`config.mk`:
```
export PLATFORM = sky130hd
export DESIGN_NAME = ctrl_74hc165
export DESIGN_NICKNAME = d
export VERILOG_FILES = /design/src/rtl/ctrl_74hc165.sv
export SDC_FILE = /design/constraint.sdc
export NUM_CORES = 1
export LEC_CHECK = 0
export ABC_AREA = 1
export CAP_MARGIN = 15
export CORE_MARGIN = 4
export CORE_UTILIZATION = 57
export DETAILED_ROUTE_END_ITERATION = 12
export GPL_TIMING_DRIVEN = 0
export PLACE_DENSITY = 0.86
export SYNTH_ARGS = -nofsm -noshare
export SYNTH_HDL_FRONTEND = slang
export SYNTH_SLANG_ARGS = --single-unit
export TNS_END_PERCENT = 100
```
`constraint.sdc`:
```
create_clock -name clk -period 2.8 [get_ports clk]
set_input_delay 0.28 -clock clk [delete_from_list [all_inputs] [get_ports clk]]
set_output_delay 0.28 -clock clk [all_outputs]
set_load 0.005 [all_outputs]
```
`src/rtl/ctrl_74hc165.sv`:
```
// Scanner for a chain of 74HC165 PISO registers: latches the pins with PL, shifts them out
// MSB-first on CP and publishes each complete frame with valid/changed strobes.
module ctrl_74hc165 #(
    parameter int WIDTH   = 16,
    parameter int CLK_DIV = 4
) (
    input  logic             clk,
    input  logic             rst,
    input  logic             i_en,
    input  logic             i_q7,
    output logic             o_pl_n,
    output logic             o_cp,
    output logic             o_ce_n,
    output logic [WIDTH-1:0] o_data,
    output logic             o_vld,
    output logic             o_chg
);

    localparam int DIV_W = $clog2(CLK_DIV);
    localparam int CNT_W = $clog2(WIDTH);

    localparam logic [DIV_W-1:0] DIV_LAST = DIV_W'(CLK_DIV - 1);
    localparam logic [CNT_W-1:0] BIT_LAST = CNT_W'(WIDTH - 1);

    localparam logic [2:0] IDLE = 3'd0;
    localparam logic [2:0] LOAD = 3'd1;
    localparam logic [2:0] LOW  = 3'd2;
    localparam logic [2:0] HIGH = 3'd3;
    localparam logic [2:0] DONE = 3'd4;

    logic [2:0]       state_r;
    logic [2:0]       state_nxt_s;
    logic [DIV_W-1:0] div_cnt_r;
    logic [CNT_W-1:0] bit_cnt_r;
    logic [WIDTH-1:0] sreg_r;
    logic [WIDTH-1:0] sreg_nxt_s;
    logic             q7_meta_r;
    logic             q7_sync_r;
    logic             q7_s;
    logic             phase_end_s;
    logic             bit_last_s;
    logic             frame_end_s;
    logic             pl_n_r;
    logic             cp_r;
    logic             ce_n_r;
    logic [WIDTH-1:0] data_r;
    logic             vld_r;
    logic             chg_r;

    assign q7_s        = q7_sync_r;
    assign phase_end_s = (div_cnt_r == DIV_LAST);
    assign bit_last_s  = (bit_cnt_r == BIT_LAST);
    assign sreg_nxt_s  = {sreg_r[WIDTH-2:0], q7_s};
    // The frame is published on the same edge that captures its last bit.
    assign frame_end_s = (state_r == LOW) && phase_end_s && bit_last_s;

    // Two-flop synchronizer for the asynchronous Q7 pin.
    always_ff @(posedge clk) begin
        if (rst) begin
            q7_meta_r <= 1'b0;
            q7_sync_r <= 1'b0;
        end else begin
            q7_meta_r <= i_q7;
            q7_sync_r <= q7_meta_r;
        end
    end

    // Next-state decode for the scan sequence.
    always_comb begin
        state_nxt_s = state_r;
        case (state_r)
            IDLE: begin
                if (i_en) state_nxt_s = LOAD;
                else      state_nxt_s = IDLE;
            end
            LOAD: begin
                if (phase_end_s) state_nxt_s = LOW;
                else             state_nxt_s = LOAD;
            end
            LOW: begin
                if (phase_end_s) begin
                    if (bit_last_s) state_nxt_s = DONE;
                    else            state_nxt_s = HIGH;
                end else begin
                    state_nxt_s = LOW;
                end
            end
            HIGH: begin
                if (phase_end_s) state_nxt_s = LOW;
                else             state_nxt_s = HIGH;
            end
            DONE: begin
                if (i_en) state_nxt_s = LOAD;
                else      state_nxt_s = IDLE;
            end
            default: state_nxt_s = IDLE;
        endcase
    end

    // State, phase divider, bit counter and shift register.
    always_ff @(posedge clk) begin
        if (rst) begin
            state_r   <= IDLE;
            div_cnt_r <= {DIV_W{1'b0}};
            bit_cnt_r <= {CNT_W{1'b0}};
            sreg_r    <= {WIDTH{1'b0}};
        end else begin
            state_r <= state_nxt_s;
            if ((state_nxt_s != state_r) || (state_r == IDLE)) begin
                div_cnt_r <= {DIV_W{1'b0}};
            end else begin
                div_cnt_r <= div_cnt_r + DIV_W'(1);
            end
            if (state_r == LOAD) begin
                bit_cnt_r <= {CNT_W{1'b0}};
            end else if ((state_r == HIGH) && phase_end_s) begin
                bit_cnt_r <= bit_cnt_r + CNT_W'(1);
            end else begin
                bit_cnt_r <= bit_cnt_r;
            end
            if ((state_r == LOW) && phase_end_s) begin
                sreg_r <= sreg_nxt_s;
            end else begin
                sreg_r <= sreg_r;
            end
        end
    end

    // Pin drivers are decoded from the next state so they change cleanly on the clock edge.
    always_ff @(posedge clk) begin
        if (rst) begin
            pl_n_r <= 1'b1;
            cp_r   <= 1'b0;
            ce_n_r <= 1'b1;
        end else begin
            pl_n_r <= (state_nxt_s != LOAD);
            cp_r   <= (state_nxt_s == HIGH);
            ce_n_r <= !((state_nxt_s == LOW) || (state_nxt_s == HIGH) || (state_nxt_s == DONE));
        end
    end

    // Published frame and its strobes; o_chg compares against the held word, even across idle gaps.
    always_ff @(posedge clk) begin
        if (rst) begin
            data_r <= {WIDTH{1'b0}};
            vld_r  <= 1'b0;
            chg_r  <= 1'b0;
        end else begin
            vld_r <= frame_end_s;
            chg_r <= frame_end_s && (sreg_nxt_s != data_r);
            if (frame_end_s) begin
                data_r <= sreg_nxt_s;
            end else begin
                data_r <= data_r;
            end
        end
    end

    assign o_pl_n = pl_n_r;
    assign o_cp   = cp_r;
    assign o_ce_n = ce_n_r;
    assign o_data = data_r;
    assign o_vld  = vld_r;
    assign o_chg  = chg_r;

endmodule

```
==> run summary <==
The total routing resource utilization after global routing came out at 0.209. The fmax is 622 MHz. The number of input and output port buffers inserted came out at 24. Across the routed clock network, the largest skew measured is 0.0127 ns. Summed over all failing endpoints, the final setup total negative slack is 0 ns.

The final period demand of the worst path is 1.61 ns. The full die area came out at 0.00431 mm^2. In this run the vertical extent of the chip is 65.7 um. The most used flip-flop cell after synthesis is sky130_fd_sc_hd__dfxtp_1. The share of total power dissipated in combinational logic is 0.041.

The final antenna-violating net count is 0. The number of warnings reported in the yosys synthesis log is 0. The initial utilization of the core area, before any placement, comes to 0.606. The count of cell types in the netlist came out at 23. The layout-stage area growth over the synthesis result came out at 19.2%. Counting flops with a built-in enable in the synthesized netlist gives 0.

For this run, the share of the core covered by cells in the final layout is 0.722. TritonCTS built the clock tree. The TritonCTS sink count is 47. The switching power is 0.237 mW. The internal cell power came out at 0.839 mW.

The average routed wire per standard cell came out at 12.3 um. The synthesized netlist net count is 251. The leakage power is 0.899 nW. The number of buffers inserted during clock tree synthesis is 5. Dividing the detail-routed via count by the number of cells gives 5.16. Setup repair after global routing left no endpoint under its margin. The critical path in this run is classified as reg -> reg.

The number of antenna violations at the first check in global routing came out at 0. The share of total power dissipated in sequential elements is 0.628. The clock insertion delay at the later pin of the skew report is 0.37 ns. The maximum fanout count along the critical path came out at 10. The sum of routed wire length over all layers came out at 3.95 mm. The root buffer selected by CTS is sky130_fd_sc_hd__clkbuf_4. For this run, asynchronously set or reset flops after synthesis account for 0. Leaving out fill and tap cells, the most frequent cells in the layout are sky130_fd_sc_hd__dfxtp_1, sky130_fd_sc_hd__nand2_1, sky130_fd_sc_hd__inv_1, sky130_fd_sc_hd__o21ai_0, sky130_fd_sc_hd__clkdlybuf4s50_1. The number of max-capacitance violations reported is 0. The total overflow reported by the global router came out at 0.

The run finished with clean final reports. The core region area came out at 0.00313 mm^2. The clock transition at the register clock pins on the worst setup and hold paths after CTS came out at 0.13 ns.

The number of slew-limit violations in the final report came to 0. The post-CTS resize count is 0. Of the cells placed in the final design, the portion with a size suffix greater than 1 is 0.0650. The number of placed I/O pins came out at 25. The average footprint of a synthesized cell is 7.73 um^2.

The kind of capture point of the worst setup path is a flop. The via total after detailed routing is 1655. The final weighted congestion in routability-driven placement came out at 0.827. Of the total power, the clock network draws 0.331.

The worst hold-check path type is in -> reg. The die is 65.7 um wide. Counting flops and latches in the post-synthesis netlist gives 47. The final setup violation count is 0. Entering global routing, the biggest net connects 14 pins. 0 antenna diodes ended up in the layout. Once detailed placement completed, the half-perimeter wirelength came to 2.83 mm. The gate count after technology mapping is 245.

The power per unit of standard cell area is 476 mW/mm^2. The required time of the critical path is 3.06 ns. The maximum level of the CTS H-tree is 2. The data arrival at the endpoint of the critical path came out at 1.86 ns. STA classifies the critical path startpoint as a flop.

The via count of the first global-routing pass came out at 1474. The detailed router finished its first iteration with 124 violations. The cts-stage hold buffer count came out at 0.

The number of iterations in the first detailed-routing pass came out at 4. VDD sags by at most 0.431 mV. The final-stage net count came out at 282. The number of remaining DRC errors came out at 0. The summed instance area of the synthesized netlist came out at 0.00189 mm^2. The final critical-path share of the clock period came out at 0.574.

The overall power consumption is 1.08 mW. The number of setup buffers added after CTS came out at 0. The leading cell type in the layout, fill and taps excluded is sky130_fd_sc_hd__dfxtp_1. The maximum number of buffers from clock root to sink came out at 2.

The wire length of the first global-routing pass is 6.89 mm. The sequential share of the synthesized area came out at 0.497. The number of core rows is 20.

Of the total power, the share spent switching nets is 0.220. The transition time of the tightest slew-check pin came out at 0.376 ns. The count of endpoints failing hold in the final timing report came out at 0. Headroom to the max-slew limit came out at 0.750. The number of filler instances in the final layout came out at 276.
## kinds of logic after synthesis
group,Yosys count,synth area share
xor gates and xnor gates,10,0.0462
DFF,47,0.497
adders and majority gates,2,0.0132
and+or+nand+nor,91,0.209
AOI/OAI and AO/OA,51,0.140
buffers and inverters,44,0.0951
## final timing paths
| path | slack, ns | startpoint | cells after the start | to |
|---|---|---|---|---|
| hold / removal | 0.42 | i_q7 | 3 | q7_meta_r$_SDFF_PP0_ |
| setup reg to reg | 1.19 | bit_cnt_r[0]$_SDFFE_PP0P_ | 7 | o_data[5]$_SDFFE_PP0P_ |
| hold reg to reg | 0.43 | q7_meta_r$_SDFF_PP0_ | 2 | q7_s$_SDFF_PP0_ |
| setup / recovery | 1.19 | bit_cnt_r[0]$_SDFFE_PP0P_ | 7 | o_data[5]$_SDFFE_PP0P_ |
## synth_stat cells (all sizes together), types with 2 or more instances
cell type | count | share of area
xnor2 | 10 | 0.046
buf | 7 | 0.022
ha | 2 | 0.013
nor3 | 2 | 0.0053
nand3 | 18 | 0.053
o21ai | 26 | 0.069
o22ai | 6 | 0.020
dfxtp | 47 | 0.50
inv | 36 | 0.071
nor2 | 22 | 0.048
a21oi | 18 | 0.048
nand2 | 45 | 0.089
## cell type report
class	instances	area [um^2]	area share
Clock buffer	8	68.8	0.0305
Inverter	36	135	0.0598
Tap cell	44	55.1	0.0244
Multi-Input combinational cell	154	773	0.342
Timing Repair Buffer	24	240	0.106
Buffer	8	45.0	0.0199
Sequential cell	47	941	0.417
## critical path, stage by stage (launching register included)
cell,delay [ns]
sky130_fd_sc_hd__dfxtp_1,0.42
sky130_fd_sc_hd__ha_1,0.22
sky130_fd_sc_hd__nand3_1,0.17
sky130_fd_sc_hd__nor2_4,0.16
sky130_fd_sc_hd__nand2_1,0.15
sky130_fd_sc_hd__buf_2,0.23
sky130_fd_sc_hd__nand3_1,0.08
sky130_fd_sc_hd__o21ai_0,0.07
## registers in the layout, summed over array words and instances, names as in the netlist
| register | cells |
|---|---|
| state_r | 3 |
| q7_meta_r | 1 |
| o_cp | 1 |
| div_cnt_r | 2 |
| q7_s | 1 |
| o_vld | 1 |
| o_data | 16 |
| bit_cnt_r | 4 |
| o_chg | 1 |
| sreg_r | 15 |
| o_ce_n | 1 |
| o_pl_n | 1 |
## power groups by stage
stage	clock (mW)	combinational [mW]	sequential, mW
finish	0.356	0.0442	0.676
global route	0.394	0.0506	0.677
CTS	0.358	0.0444	0.676
detailed placement	0	0.0439	0.691
global placement	0	0.0429	0.691
floorplan	0	0.0287	0.691
## metal layers
metal | global-route usage | up-vias | share of wire
met4 | 0.0699 | 0 | 0.015
met2 | 0.333 | 35 | 0.49
met1 | 0.267 | 768 | 0.44
met5 | 0 | - | 0
met3 | 0.0632 | 6 | 0.058
li1 | - | 846 | -
## through the flow
step / setup slack [ns] / cells / hold WS [ns] / cell area, um^2
2_1_floorplan: 1.50 / 245 / 0.351 / 1890
3_3_place_gp: 1.15 / 313 / 0.391 / 2190
3_5_place_dp: 1.09 / 313 / 0.410 / 2190
4_1_cts: 1.20 / 321 / 0.422 / 2260
5_1_grt: 1.04 / 321 / 0.415 / 2260
6_report: 1.19 / 321 / 0.425 / 2260
Power figures use the tool's default switching activity.
